--- config.mk ---
export PLATFORM = sky130hd
export DESIGN_NAME = hazard_scheduler
export DESIGN_NICKNAME = d
export VERILOG_FILES = /design/src/rtl/hazard_scheduler.sv
export SDC_FILE = /design/constraint.sdc
export NUM_CORES = 1
export LEC_CHECK = 0
export ABC_AREA = 0
export BUFFER_PORTS_ARGS = -buffer_cell sky130_fd_sc_hd__buf_2
export CORE_UTILIZATION = 40
export CTS_CLUSTER_DIAMETER = 40
export DETAILED_ROUTE_END_ITERATION = 16
export SLEW_MARGIN = 20
export SYNTH_ARGS = -nofsm -noshare
export SYNTH_HDL_FRONTEND = slang
export SYNTH_SLANG_ARGS = --single-unit
--- constraint.sdc ---
create_clock -name clk -period 2.22 [get_ports clk]
set_input_delay 0 -clock clk [delete_from_list [all_inputs] [get_ports clk]]
set_output_delay 0 -clock clk [all_outputs]
set_load 0.1 [all_outputs]
--- src/rtl/hazard_scheduler.sv ---
// Hazard-lamp pattern scheduler: a prescaled step clock drives calm or directional
// lamp patterns. A requested mode change takes effect only at a pattern boundary.
module hazard_scheduler #(
    parameter int TICK_CYCLES = 4
) (
    input  logic       clk,
    input  logic       reset,
    input  logic [1:0] mode_req,
    input  logic       pause,
    output logic [2:0] lamps,
    output logic [1:0] mode_cur,
    output logic       tick,
    output logic       change_pending,
    output logic       fsm_state
);

    localparam int CW = (TICK_CYCLES > 1) ? $clog2(TICK_CYCLES) : 1;
    localparam logic [CW-1:0] CNT_LAST = CW'(TICK_CYCLES - 1);

    typedef enum logic {
        S_IDLE = 1'b0,
        S_RUN  = 1'b1
    } state_t;

    state_t        state, state_nxt;
    logic [CW-1:0] cnt;
    logic [1:0]    sync1, sync2;
    logic [1:0]    mode_legal;
    logic [1:0]    step, step_nxt;
    logic [1:0]    mode_nxt;
    logic [2:0]    lamps_nxt;
    logic          step_edge;

    function automatic logic [2:0] pattern(input logic [1:0] m, input logic [1:0] s);
        logic [2:0] p;
        case (m)
            2'b01:   p = (s == 2'd0) ? 3'b100 : (s == 2'd1) ? 3'b010 : 3'b001;
            2'b10:   p = (s == 2'd0) ? 3'b001 : (s == 2'd1) ? 3'b010 : 3'b100;
            default: p = (s == 2'd0) ? 3'b101 : 3'b010;
        endcase
        return p;
    endfunction

    function automatic logic [1:0] last_step(input logic [1:0] m);
        return (m == 2'b01 || m == 2'b10) ? 2'd2 : 2'd1;
    endfunction

    // The illegal request 11 is treated as calm.
    assign mode_legal = (sync2 == 2'b11) ? 2'b00 : sync2;
    assign step_edge  = !pause && (cnt == CNT_LAST);

    always_ff @(posedge clk or negedge reset) begin
        if (!reset) begin
            sync1 <= 2'b00;
            sync2 <= 2'b00;
        end else begin
            sync1 <= mode_req;
            sync2 <= sync1;
        end
    end

    always_ff @(posedge clk or negedge reset) begin
        if (!reset) begin
            cnt  <= '0;
            tick <= 1'b0;
        end else begin
            tick <= step_edge;
            if (!pause) begin
                cnt <= step_edge ? '0 : cnt + CW'(1);
            end
        end
    end

    always_ff @(posedge clk or negedge reset) begin
        if (!reset) begin
            state    <= S_IDLE;
            step     <= 2'd0;
            mode_cur <= 2'b00;
            lamps    <= 3'b000;
        end else begin
            state    <= state_nxt;
            step     <= step_nxt;
            mode_cur <= mode_nxt;
            lamps    <= lamps_nxt;
        end
    end

    always_comb begin
        state_nxt = state;
        step_nxt  = step;
        mode_nxt  = mode_cur;
        lamps_nxt = lamps;
        if (step_edge) begin
            case (state)
                S_IDLE: begin
                    state_nxt = S_RUN;
                    mode_nxt  = mode_legal;
                    step_nxt  = 2'd0;
                    lamps_nxt = pattern(mode_legal, 2'd0);
                end
                default: begin
                    // Only a boundary step may pick up a new mode.
                    if (step == last_step(mode_cur)) begin
                        mode_nxt  = mode_legal;
                        step_nxt  = 2'd0;
                        lamps_nxt = pattern(mode_legal, 2'd0);
                    end else begin
                        step_nxt  = step + 2'd1;
                        lamps_nxt = pattern(mode_cur, step + 2'd1);
                    end
                end
            endcase
        end
    end

    assign change_pending = (state == S_RUN) && (mode_legal != mode_cur);
    assign fsm_state      = (state == S_RUN);

endmodule
# Word level (Yosys, flattened, before mapping)
# Index checks and enable logic that the tools add are counted.
[op_classes] reduce_logical=6 addsub=2 eq_ne=10 n_mux=16
[op_table] cell="3-bit two-way mux" n=6
[op_table] cell="2-bit two-way mux" n=8
[op_table] cell="3-bit case mux with 2 select lines" n=2
[op_table] cell="2-bit equality test, second input constant" n=4
[op_table] cell="2-bit by 1-bit equality test with 1-bit output, second input constant" n=3
[op_table] cell="2-bit by 1-bit adder with 2-bit output, second input constant" n=2
[op_table] cell="2-bit equality test" n=1
[op_table] cell="1-bit logical AND" n=2
[op_table] cell="2-bit logical NOT" n=1
[op_table] cell="2-bit by 1-bit inequality test with 1-bit output, second input constant" n=1
[op_table] cell="2-bit inequality test" n=1
[op_table] cell="2-bit AND reduction" n=1
[op_table] cell="1-bit logical NOT" n=1
[op_table] cell="1-bit logical OR" n=1
[totals] in_bits=5 word_cells=42 out_inout_bits=8 ff_bits=15

# Logic depth before layout (Yosys ltp)
[depth] depth_word=7 depth_mapped=6 depth_no_buf=5

# Least setup slack after synthesis
# OpenSTA, ideal clock, no wires.
[synth_path] path_kind="register -> output" startpoint="reg mode_cur[1]" endpoint="out change_pending" t_required_ns=2.220 path_slack_ns=-0.690 arrival_time_ns=2.910 stages_incl_launch_ff=4 n_path_buf=0 cell_sequence="dfrtp_1 xor2_1 a211o_1 a21oi_1"
[synth_between] elab_chain_cells=2
[synth_rtl] element="start: declaration" line="11" source="output logic [1:0] mode_cur,"
[synth_rtl] element="start signal: assignment" line="83" source="mode_cur <= mode_nxt;"
[synth_rtl] element="2-bit inequality test" line="116" source="assign change_pending = (state == S_RUN) && (mode_legal != mode_cur);"
[synth_rtl] element="1-bit logical AND" line="116"
[synth_rtl] element="end: declaration" line="13" source="output logic change_pending,"
# Every way passes these cells.

# Worst setup path after layout
[layout_path] startpoint="reg mode_cur[0]" endpoint="reg mode_cur[0]"
[layout_between] elab_chain_cells=6 word_cells_on_any_way=7 cone_classes="eq/ne: 4; mux: 1; reduce/logical: 2"
[layout_rtl] element="2-bit by 1-bit equality test with 1-bit output / 2-bit equality test (equally long branches)" line="45" source="return (m == 2'b01 || m == 2'b10) ? 2'd2 : 2'd1;"
[layout_rtl] element="1-bit logical OR (*)" line="45"
[layout_rtl] element="2-bit two-way mux (*)" line="45"
[layout_rtl] element="2-bit equality test (*)" line="103" source="if (step == last_step(mode_cur)) begin"
[layout_rtl] element="2-bit by 1-bit inequality test with 1-bit output (no line) (*)"
[layout_rtl] element="2-bit AND reduction (no line) (*)"
# Mark *: on every way between the ends. The rest lies on a longest branch, timed or not.
# A chain may end at the register's enable or synchronous reset.

==> results by stage <==
Outcome:
- The flow ran to the end, and the final reports show no timing, DRC or antenna violations.

Synthesis:
- The most used flip-flop cell after synthesis is sky130_fd_sc_hd__dfrtp_1.
- Counting every instance in the synthesized netlist gives 68.
- When the netlist entered floorplanning its net count stood at 79.
- The number of different library cells used by synthesis comes to 26.
- The count of warnings emitted by yosys is 0.
- In this run, synthesis inferred 0 flip-flops with an integrated enable.
- The average instance in the mapped netlist occupies 11.4 um2.
- Counting flops with an async set or reset pin after synthesis yields a share of 100%.
- The total of flip-flops plus latches after synthesis is 15.
- The share of synthesized area occupied by flip-flops and latches is 48.4%.
- The cell area after synthesis is 776 um2.

Critical path:
- The number of stages on the worst setup path is 5.
- The critical path data arrival time is 2040 ps.
- The worst setup path is captured at a flop.
- The slowest stage of the critical path is the sky130_fd_sc_hd__or3b_4 cell.
- The start point of the critical path is mode_cur[0].
- The data required time at the worst endpoint is 2410 ps.
- The longest individual stage delay on the worst path is 460 ps.
- STA classifies the critical path startpoint as a flop.
- The gate family responsible for the most delay along the worst path is simple AND/OR/NAND/NOR gates.
- The worst register-to-register path begins at mode_cur[0].
- The internal reg-to-reg setup slack is 370 ps.
- In this run the critical register-to-register path is captured at mode_cur[0].
- Of all nets on the critical path, the largest fanout is 9.
- The number of cells on the worst reg-to-reg path is 5.
- Following the worst setup path forward leads to its endpoint at mode_cur[0].
- The buffer and inverter count on the worst path is 1.
- The critical path class is reg2reg.
- The signal on the critical path passes through inv_1 -> ha_1 -> or3b_4 -> a31oi_4 -> mux2i_1.

Detailed routing:
- The first TritonRoute pass finished after 4 iterations.
- The number of routed nets with antenna violations is 0.
- The iteration-0 DRC count of the detailed router is 10.
- In the routed design, unresolved DRC markers number 0.
- The mean routed wirelength per cell is 12.3 um.
- The final route contains 582 vias.
- The final wirelength is 1380 um.
- The post-detailed-route via-to-cell ratio is 5.20.

Die:
- The number of rows created at floorplan is 15.
- 13 I/O pins were placed.
- The core region is 0.00176 mm2.
- The die covers 0.00212 mm2.
- The floorplan step set the die height to 46.0 um.
- The die is 46.0 um wide.
- Once the floorplan was initialized, standard cells occupied 44.0% of the core.

Worst hold path:
- The path type of the worst min-delay path is in2async.

Timing:
- The transition at the pin with the smallest max-transition slack is 486 ps.
- Setup repair after global routing left no endpoint under its margin.
- The number of failing hold endpoints at the final stage is 0.
- The total negative slack is 0 ps.
- The post-route clock skew is 2.43 ps.
- The final critical delay including setup and external delays is 1850 ps.
- The number of pins with negative max-slew slack in the final report is 0.
- Headroom to the max-slew limit came out at 67.8%.
- The share of the clock period used by the worst path is 83.2%.
- Setup violations remaining at the end of the flow were counted as 0.
- The maximum clock frequency is 541 MHz.

Cells and area:
- Compared with the post-synthesis result, the final layout area differs by 21.5%.
- The number of antenna diodes in the final layout is 0.
- Cells with a size suffix above 1 make up 26.4% of the layout.
- The count of filler cells inserted in the layout is 171.
- At the end of the flow the core is filled with cells to 53.4%.
- For this run, the post-layout net count is 99.
- The finished layout holds 112 standard cells, fillers aside.

Global route:
- The overall overflow remaining after global route is 0.
- The initial antenna violation count is 0.
- The wire length of the first global-routing pass is 2330 um.
- The number of global-route vias before repair was 540.
- The pin count of the biggest net entering global routing is 16.
- Global routing consumed, over all layers together, 16.3% of the routing resources.

Clock network:
- The level count of the clock H-tree is 1.
- The clock-pin slew on the worst setup and hold paths is 90 ps.
- TritonCTS built the clock tree.
- No sink is reached through more buffers than the 2 on the longest clock path.
- The clock sink total is 15.
- In this run the clock root is driven by a sky130_fd_sc_hd__clkbuf_4.
- The number of CTS-inserted buffers is 3.
- In this run, post-CTS repair resized a total of 0 instances.
- The clock reaches the later pin of the worst-skew pair after 280 ps.

Placed design:
- The count of input and output buffers is 12.
- The final weighted congestion of routability-driven global placement is 0.772.
- The detailed placer's ending HPWL is 1030 um.
- In this run, placement finished with an instance count of 104.

Run:
- The number of maximum-capacitance violations is 0.
==> worst reg2reg max path: cells and delay by family, from the launching register on <==
| family | cells | cell delay [ps] |
|---|---|---|
| compound gates | 1 | 220 |
| flops | 1 | 390 |
| simple gates | 1 | 460 |
| mux | 1 | 220 |
| buf+inv | 1 | 80 |
| fa+ha+maj | 1 | 400 |
==> layout by cell type, fill, tap and decap left out, types with 3 or more instances in the layout <==
master	instances
sky130_fd_sc_hd__nand2b_1	3
sky130_fd_sc_hd__dfrtp_1	13
sky130_fd_sc_hd__o21ai_0	5
sky130_fd_sc_hd__buf_2	12
sky130_fd_sc_hd__inv_1	6
sky130_fd_sc_hd__clkbuf_4	3
sky130_fd_sc_hd__nand3b_1	3
sky130_fd_sc_hd__nand2_1	5
sky130_fd_sc_hd__dlygate4sd3_1	4
sky130_fd_sc_hd__ha_1	6
==> cells by family after synthesis <==
logic type | count (synthesis) | synth area share, %
DFF | 15 | 48.4
AOI/OAI and AO/OA | 17 | 17.6
xor gates and xnor gates | 1 | 1.13
buffers and inverters | 7 | 3.55
muxes | 4 | 5.48
and+or+nand+nor | 18 | 14.2
adders and majority gates | 6 | 9.68
==> worst min path at each step <==
stage,to,slack (ps)
2_1_floorplan,cnt[0],-300
3_3_place_gp,step[1],-80
3_5_place_dp,step[1],-80
4_1_cts,step[1],150
5_1_grt,lamps[2],190
6_report,step[0],160
==> through the flow <==
| stage | hold slack (ps) | instance area (um2) | worst slack (ps) |
|---|---|---|---|
| final | 163 | 942 | 373 |
| after global routing | 186 | 942 | 270 |
| after CTS | 152 | 942 | 374 |
| after detailed placement | -76.8 | 876 | 390 |
| after global placement | -76.3 | 876 | 427 |
| after floorplan | -296 | 790 | 113 |
==> what timing repair did <==
action | in CTS | in global routing
hold buffers | 4 | 0
buffers inserted | 0 | 0
hold endpoints to repair | 19 | 0
==> flip-flops by register name, summed over array words and instances (netlist names) <==
name and cells:
tick 1, step 2, sync2 2, lamps 3
cnt 2, mode_cur 2, sync1 2, fsm_state 1
==> Yosys cell counts, types with 2 or more instances <==
| library cell | count | area, um2 |
|---|---|---|
| sky130_fd_sc_hd__nand2b_1 | 3 | 18.8 |
| sky130_fd_sc_hd__nand3b_1 | 3 | 22.5 |
| sky130_fd_sc_hd__inv_1 | 6 | 22.5 |
| sky130_fd_sc_hd__dfrtp_1 | 15 | 375 |
| sky130_fd_sc_hd__o21ai_0 | 5 | 25.0 |
| sky130_fd_sc_hd__a2111o_1 | 2 | 22.5 |
| sky130_fd_sc_hd__mux2_2 | 2 | 22.5 |
| sky130_fd_sc_hd__mux2i_1 | 2 | 20.0 |
| sky130_fd_sc_hd__nor3_1 | 2 | 10.0 |
| sky130_fd_sc_hd__o311ai_0 | 2 | 17.5 |
| sky130_fd_sc_hd__ha_1 | 6 | 75.1 |
| sky130_fd_sc_hd__nand2_1 | 5 | 18.8 |
| sky130_fd_sc_hd__o211ai_1 | 2 | 15.0 |
==> layout make-up <==
cell class	count	area (um2)	share of cell area, %
clock buffer	4	26.3	2.79
sequential	15	378	40.1
timing repair buffer	16	100	10.6
multi-input combinational	46	384	40.8
tap	25	31.3	3.32
inverter	6	22.5	2.39
==> layer usage <==
layer  wire length (um)  part of all wire (%)  global-route usage [%]  vias to the layer above
met5                  0                     0                       0                        -
met4                 13                  0.94                    8.82                        0
met3                 34                   2.5                    3.57                        2
met2                656                    48                    24.8                        8
met1                675                    49                    21.3                      283
li1                   -                     -                       -                      289
Power is left out: the tool's default activity adds up to more than one toggle a clock period on the data nets, which glitch-free logic cannot reach.
